==> config.mk <==
export PLATFORM = sky130hd
export DESIGN_NAME = mac_seq_ctrl
export DESIGN_NICKNAME = d
export VERILOG_FILES = /design/src/rtl/mac_seq_ctrl.sv
export SDC_FILE = /design/constraint.sdc
export NUM_CORES = 1
export LEC_CHECK = 0
export CORE_MARGIN = 4
export CORE_UTILIZATION = 55
export CTS_BUF_LIST = sky130_fd_sc_hd__clkbuf_2
export CTS_CLUSTER_DIAMETER = 200
export DETAILED_ROUTE_END_ITERATION = 10
export DONT_BUFFER_PORTS = 1
export PLACE_DENSITY = 0.7
export SLEW_MARGIN = 20
export SYNTH_ARGS = -nofsm -noshare
export SYNTH_HDL_FRONTEND = slang
export SYNTH_SLANG_ARGS = --single-unit
==> constraint.sdc <==
create_clock -name clk -period 6.5 [get_ports clk]
set_clock_uncertainty 0.2 [all_clocks]
set_input_delay 0.65 -clock clk [delete_from_list [all_inputs] [get_ports clk]]
set_output_delay 0.65 -clock clk [all_outputs]
set_load 0.1 [all_outputs]
==> src/rtl/mac_seq_ctrl.sv <==
// mac_seq_ctrl: sequencer for a single MAC cell.
// Accepts a dot-product command of length N and streams N operand pairs into
// the cell. It closes the accumulation loop through acc_out -> acc_in, waits
// for the cell pipeline to drain, and then offers the 32-bit sum on a
// valid/ready result port.
// Optional stall timeout: define MAC_SEQ_TIMEOUT_EN to enable it.
module mac_seq_ctrl #(
  parameter int unsigned LEN_W   = 16,
  parameter int unsigned MAC_LAT = 2,
  parameter int unsigned TIMEOUT = 1024
) (
  input  logic             clk,
  input  logic             rst,
  input  logic             start_i,
  input  logic [LEN_W-1:0] len_i,
  output logic             busy_o,
  input  logic             op_valid_i,
  output logic             op_ready_o,
  input  logic [15:0]      op_a_i,
  input  logic [15:0]      op_b_i,
  output logic [15:0]      mac_a_o,
  output logic [15:0]      mac_b_o,
  output logic [31:0]      mac_acc_in_o,
  input  logic [31:0]      mac_acc_out_i,
  output logic             res_valid_o,
  input  logic             res_ready_i,
  output logic [31:0]      res_data_o,
  output logic             err_o
);

  localparam int unsigned DRN_W = (MAC_LAT > 1) ? $clog2(MAC_LAT) : 1;

  typedef enum logic [1:0] {
    S_IDLE,
    S_RUN,
    S_DRAIN,
    S_OUT
  } state_t;

  state_t           state_q, state_d;
  logic [LEN_W-1:0] cnt_q, cnt_d;
  logic [DRN_W-1:0] drn_q, drn_d;
  logic             res_valid_q, res_valid_d;
  logic [31:0]      res_data_q, res_data_d;

`ifdef MAC_SEQ_TIMEOUT_EN
  localparam int unsigned STALL_W = $clog2(TIMEOUT + 1);
  logic [STALL_W-1:0] stall_q, stall_d;
  logic               err_q, err_d;
`endif

  // State and datapath registers with synchronous active-high reset.
  // NOTE: sequential state uses non-blocking (<=) so every register samples
  // the pre-edge values; blocking here would create order-dependent races.
  always_ff @(posedge clk) begin
    if (rst) begin
      state_q     <= S_IDLE;
      cnt_q       <= '0;
      drn_q       <= '0;
      res_valid_q <= 1'b0;
      res_data_q  <= '0;
`ifdef MAC_SEQ_TIMEOUT_EN
      stall_q     <= '0;
      err_q       <= 1'b0;
`endif
    end else begin
      state_q     <= state_d;
      cnt_q       <= cnt_d;
      drn_q       <= drn_d;
      res_valid_q <= res_valid_d;
      res_data_q  <= res_data_d;
`ifdef MAC_SEQ_TIMEOUT_EN
      stall_q     <= stall_d;
      err_q       <= err_d;
`endif
    end
  end

  // Next-state logic: command capture, pair counting, drain timing, result handshake.
  // NOTE: every signal gets a hold-value default before the case statement, so
  // no path leaves a variable unassigned and no latch is inferred.
  always_comb begin
    state_d     = state_q;
    cnt_d       = cnt_q;
    drn_d       = drn_q;
    res_valid_d = res_valid_q;
    res_data_d  = res_data_q;
`ifdef MAC_SEQ_TIMEOUT_EN
    stall_d     = stall_q;
    err_d       = err_q;
`endif
    unique case (state_q)
      S_IDLE: begin
        if (start_i) begin
          cnt_d   = len_i;
          drn_d   = '0;
`ifdef MAC_SEQ_TIMEOUT_EN
          stall_d = '0;
`endif
          state_d = (len_i != '0) ? S_RUN : S_DRAIN;
        end
      end
      S_RUN: begin
        if (op_valid_i) begin
          cnt_d = cnt_q - LEN_W'(1);
`ifdef MAC_SEQ_TIMEOUT_EN
          stall_d = '0;
`endif
          if (cnt_q == LEN_W'(1)) begin
            drn_d   = '0;
            state_d = S_DRAIN;
          end
        end
`ifdef MAC_SEQ_TIMEOUT_EN
        else if (stall_q == STALL_W'(TIMEOUT - 1)) begin
          // Abort: report an empty result flagged as an error.
          res_data_d  = '0;
          res_valid_d = 1'b1;
          err_d       = 1'b1;
          state_d     = S_OUT;
        end else begin
          stall_d = stall_q + STALL_W'(1);
        end
`endif
      end
      S_DRAIN: begin
        // The last product needs MAC_LAT edges to reach acc_out.
        if (drn_q == DRN_W'(MAC_LAT - 1)) begin
          res_data_d  = mac_acc_out_i;
          res_valid_d = 1'b1;
          state_d     = S_OUT;
        end else begin
          drn_d = drn_q + DRN_W'(1);
        end
      end
      S_OUT: begin
        if (res_ready_i) begin
          res_valid_d = 1'b0;
`ifdef MAC_SEQ_TIMEOUT_EN
          err_d       = 1'b0;
`endif
          state_d     = S_IDLE;
        end
      end
      default: state_d = S_IDLE;
    endcase
  end

  // Cell drive: operands only in RUN with a valid pair; feedback loop closed in RUN/DRAIN.
  always_comb begin
    op_ready_o   = (state_q == S_RUN);
    mac_a_o      = ((state_q == S_RUN) && op_valid_i) ? op_a_i : 16'h0000;
    mac_b_o      = ((state_q == S_RUN) && op_valid_i) ? op_b_i : 16'h0000;
    mac_acc_in_o = ((state_q == S_RUN) || (state_q == S_DRAIN)) ? mac_acc_out_i : 32'h0;
    busy_o       = (state_q != S_IDLE);
    res_valid_o  = res_valid_q;
    res_data_o   = res_data_q;
`ifdef MAC_SEQ_TIMEOUT_EN
    err_o        = err_q;
`else
    err_o        = 1'b0;
`endif
  end

endmodule
# Yosys cells after proc, flatten, opt, wreduce, memory -nomap -nowiden
# Index checks and enable logic that the tools add are counted.
word_totals:
  elab_cells: 50
  regBits: 52
classes:
  mux: 21
  reduce_logical: 13
  add_sub_neg: 2
  n_eq_ne: 9
op_table:
  columns: ["operator", "count"]
  rows:
  - ["16-bit two-way mux", 4]
  - ["32-bit two-way mux", 1]
  - ["16-bit case mux with 2 select lines", 1]
  - ["16-bit by 1-bit equality test with 1-bit output, second input constant", 1]
  - ["16-bit nonzero test", 1]
  - ["16-bit by 1-bit subtractor with 16-bit output, second input constant", 1]
  - ["2-bit two-way mux", 6]
  - ["2-bit != test, second input constant", 4]
  - ["2-bit case mux with 4 select lines", 1]
  - ["1-bit two-way mux", 6]
  - ["3-bit AND reduction", 2]
  - ["2-bit nonzero test", 3]
  - ["5-bit AND reduction", 1]
  - ["2-bit equality test, second input constant", 2]
  - ["4-bit AND reduction", 1]
  - ["1-bit case mux with 3 select lines", 1]
  - ["3-bit nonzero test", 1]
  - ["2-bit by 1-bit equality test with 1-bit output, second input constant", 1]
  - ["2-bit logical NOT", 1]
  - ["2-bit by 1-bit != test with 1-bit output, second input constant", 1]
  - ["1-bit case mux with 2 select lines", 1]
  - ["2-bit AND reduction", 1]
  - ["1-bit adder, second input constant", 1]
  - ["1-bit logical AND", 1]
  - ["1-bit logical OR", 1]

# Longest topological paths before layout
logic_depth:
  ltp_word: 4
  mapped_depth: 8

# Worst setup path before layout
# OpenSTA, ideal clock, no wires.
synth_timing:
  path_type: "register -> output"
  from: "reg state_q[1]"
  to: "out mac_a_o[0]"
  path_stages_with_launch: 7
  setup_slack_ns: 2.823
  path_buffers: 3
  t_arrival_ns: 2.827
  path_cell_list: "dfxtp_1 inv_1 ha_1 buf_2 buf_2 clkbuf_1 and3_1"
synth_between:
  elab_chain_len: 3
synth_lines:
  columns: ["item", "line_no", "source"]
  rows:
  - ["start, declared", "40", "state_t state_q, state_d;"]
  - ["start signal, assigned", "67", "state_q <= state_d;"]
  - ["2-bit by 1-bit equality test with 1-bit output", null, null]
  - ["via op_ready_o", "18", "output logic op_ready_o,"]
  - ["1-bit logical AND", "152", "mac_a_o = ((state_q == S_RUN) && op_valid_i) ? op_a_i : 16'h0000;"]
  - ["16-bit two-way mux", "152", null]
  - ["end, declared", "21", "output logic [15:0] mac_a_o,"]
# The timed path passes the listed nets, and every way through them passes these cells.

# Final worst setup path
layout_timing:
  from: "reg state_q[1]"
  to: "out mac_b_o[0]"
layout_between:
  elab_chain_len: 3
layout_lines:
  columns: ["item", "line_no", "source"]
  rows:
  - ["2-bit by 1-bit equality test with 1-bit output", "153", "mac_b_o = ((state_q == S_RUN) && op_valid_i) ? op_b_i : 16'h0000;"]
  - ["1-bit logical AND", "153", null]
  - ["16-bit two-way mux", "153", null]
  - ["end, declared", "22", "output logic [15:0] mac_b_o,"]
# No other way between the ends.

==> flow_summary.toml <==
[status]
status = "finished, final reports clean"

[setup_path]
required_ps = 5650
worst_ep_arrival_time_ps = 3090
crit_fanout = 44
crit_path_start_kind = "register"
crit_chain = "inv_1 -> ha_2 -> buf_4 -> and3_1"
critPathMaxStageDelay_ps = 870
path_buf_inv = 2
worstSetupEndpointType = "primary output"
slowest_stage = "and3_1"
critPathKind = "reg2out"
cp_top_family = "simple AND/OR/NAND/NOR gates"

[placed_design]
place_congestion = 0.8952
dp_worst_setup_slack_ps = 3076
portBuffers = 0
hpwl_um = 6309
placed_area_mm2 = 0.003039

[clock_network]
cts-root-buf = "clkbuf_2"
h-tree-depth = 2
cts_setup_buffers = 0
post_cts_resized = 0
numCtsBuffers = 5
clk_latency_ps = 440
cts.sinks = 52
path_clk_slew_ps = 260
cts_tree = "done"
clockBufferDepth = 2
cts_hold_buf = 0

[grt]
grt_max_degree = 53
grt_usage = 0.2292
grt_pass1_vias = 2377
antenna_found_initial = 0
grt_first_pass_wirelength_um = 12030
overflow = 0

[sta]
post-route-period-util = 0.6067
tightestPinTransition_ps = 1066
finalMaxSlewViolations = 0
setup_violations = 0
finalSetupTns_ps = 0
setup_ws_ps = 2557
hold_ws_ps = 42.88
timing.final.hold_violations = 0
maxSlewHeadroom = 0.2873
post-route-min-period_ps = 3943
rsz0062_at_grt = "false"
max_freq_ghz = 0.2536

[logic_synthesis]
ys_seq_area_frac = 0.3386
synth_edf_count = 0
synth_simple_gate_area_frac = 0.3675
synth_fp_nets = 505
synth_fa_ha_area_frac = 0.03256
synth_most_common_cell = "nand2_1"
synth_compound_area_frac = 0.1941
syn_avg_cell_area_um2 = 7.462
synth_common_cells = "nand2_1, a21oi_1, dfxtp_1"
synth.area.top_cells = "dfxtp_1, nand2_1, a21oi_1"
muxShareOfSynthArea = 0.01018
ys_types = 52
synth-xor-area-share = 0.002849
yosys.area.top_type_share = 0.3386
synth_top_family_by_area = "simple AND/OR/NAND/NOR gates"
synth_seq_cells = 52
synth_cells = 412
synth.cell_area_mm2 = 0.003074
synth_top_cell_by_area = "dfxtp_1"
synthFlopType = "dfxtp_1"
synthArstFlopShare = 0
ys_warn_count = 0

[route]
drc = 0
drtPass1Iterations = 4
dr_total_vias = 2825
post_drt_wl_per_cell_um = 18.43
drtIter0Drc = 190
postRouteAntennaNets = 0
wl_um = 8496
via_per_inst = 6.128

[power]
power_per_cell_area_mw_per_mm2 = 610.8
ir_drop_mv = 0.3635
p_leak_nw = 1.200

[finish]
area_growth_pct = 2.076
antenna_cells = 0
drive_above_1_share = 0.05627
fin_nets = 483
fin_area_mm2 = 0.003138

[floorplanning]
core_area_mm2 = 0.005270
die_area_mm2 = 0.006849
num_rows = 26
pin_count = 185
start_util = 0.5833
die_h_um = 82.76
die_x_um = 82.76

[min_path]
hold_class = "in2reg"

[run]
maxCapViolCount = 0
worst register-to-register path: stages (launching register included):
cell and delay (ps):
dfxtp_1 400, inv_1 130, ha_2 780, buf_4 460, nand2b_1 190, o211ai_1 430
a21oi_1 80, o221a_2 300
flip-flops by register name (all words and copies together), names as in the netlist:
name / cells
res_data_o: 32
cnt_q: 16
state_q: 2
drn_q: 1
res_valid_o: 1
cell usage in the layout (no fill, tap or decap), types with 3 or more instances in the layout:
cell	instances
nor2b_1	5
o21ai_0	7
a21oi_1	53
nand2_1	79
nor3_1	6
nor2_1	16
a31oi_1	7
clkbuf_2	5
and2_1	33
a211oi_1	4
nand4_1	6
ha_1	7
inv_1	7
nand2b_1	9
and3_1	33
dfxtp_1	52
nand3_1	11
a21boi_0	3
metrics by stage:
stage | utilization | std cells | total power [mW]
4_1_cts | 0.5895 | 459 | 1.915
2_1_floorplan | - | 412 | 1.646
3_3_place_gp | 0.5767 | 451 | 1.734
5_1_grt | 0.5954 | 461 | 2.022
3_5_place_dp | 0.5767 | 451 | 1.745
6_report | 0.5954 | 461 | 1.917
where the power goes:
part	switching, mW	total [mW]	internal, mW	leakage [nW]
Clock	0.105	0.170	0.0646	0.0406
Sequential	0.111	0.482	0.371	0.422
Combinational	1.03	1.27	0.234	0.737
final cells by class:
type | instances | area, um^2
Fill cell | 488 | 2132
Multi-Input combinational cell | 320 | 1874
Sequential cell | 52 | 1041
Tap cell | 70 | 87.58
Clock inverter | 3 | 42.54
Timing Repair Buffer | 3 | 37.54
Inverter | 8 | 30.03
Clock buffer | 5 | 25.02
kinds of logic (layout without fill, tap and decap cells):
group                      Yosys count  after routing
buffers and inverters               40             19
xor gates and xnor gates             1              1
muxes                                3              3
and+or+nand+nor                    212            212
DFF                                 52             52
adders and majority gates            8              8
AOI/OAI and AO/OA                   95             95
other                                1              1
worst paths after layout:
kind | from | endpoint | slack, ps | depth (start not counted)
min reg2reg | cnt_q[11]$_SDFFE_PP0P_ | cnt_q[11]$_SDFFE_PP0P_ | 330 | 2
max reg2reg | state_q[1]$_SDFFE_PP0P_ | cnt_q[7]$_SDFFE_PP0P_ | 3450 | 7
max | state_q[1]$_SDFFE_PP0P_ | mac_b_o[0] | 2560 | 4
min | rst | res_data_o[26]$_SDFFE_PP0P_ | 40 | 1
routing by layer:
metal / GRT usage / routed length, um / vias up
li1: - / - / 1384
met1: 0.2821 / 3257 / 1300
met2: 0.4038 / 4534 / 132
met3: 0.04772 / 625 / 9
met4: 0.06209 / 78 / 0
met5: 0 / 0 / -
Note: power is estimated with default switching activity, not from simulation.
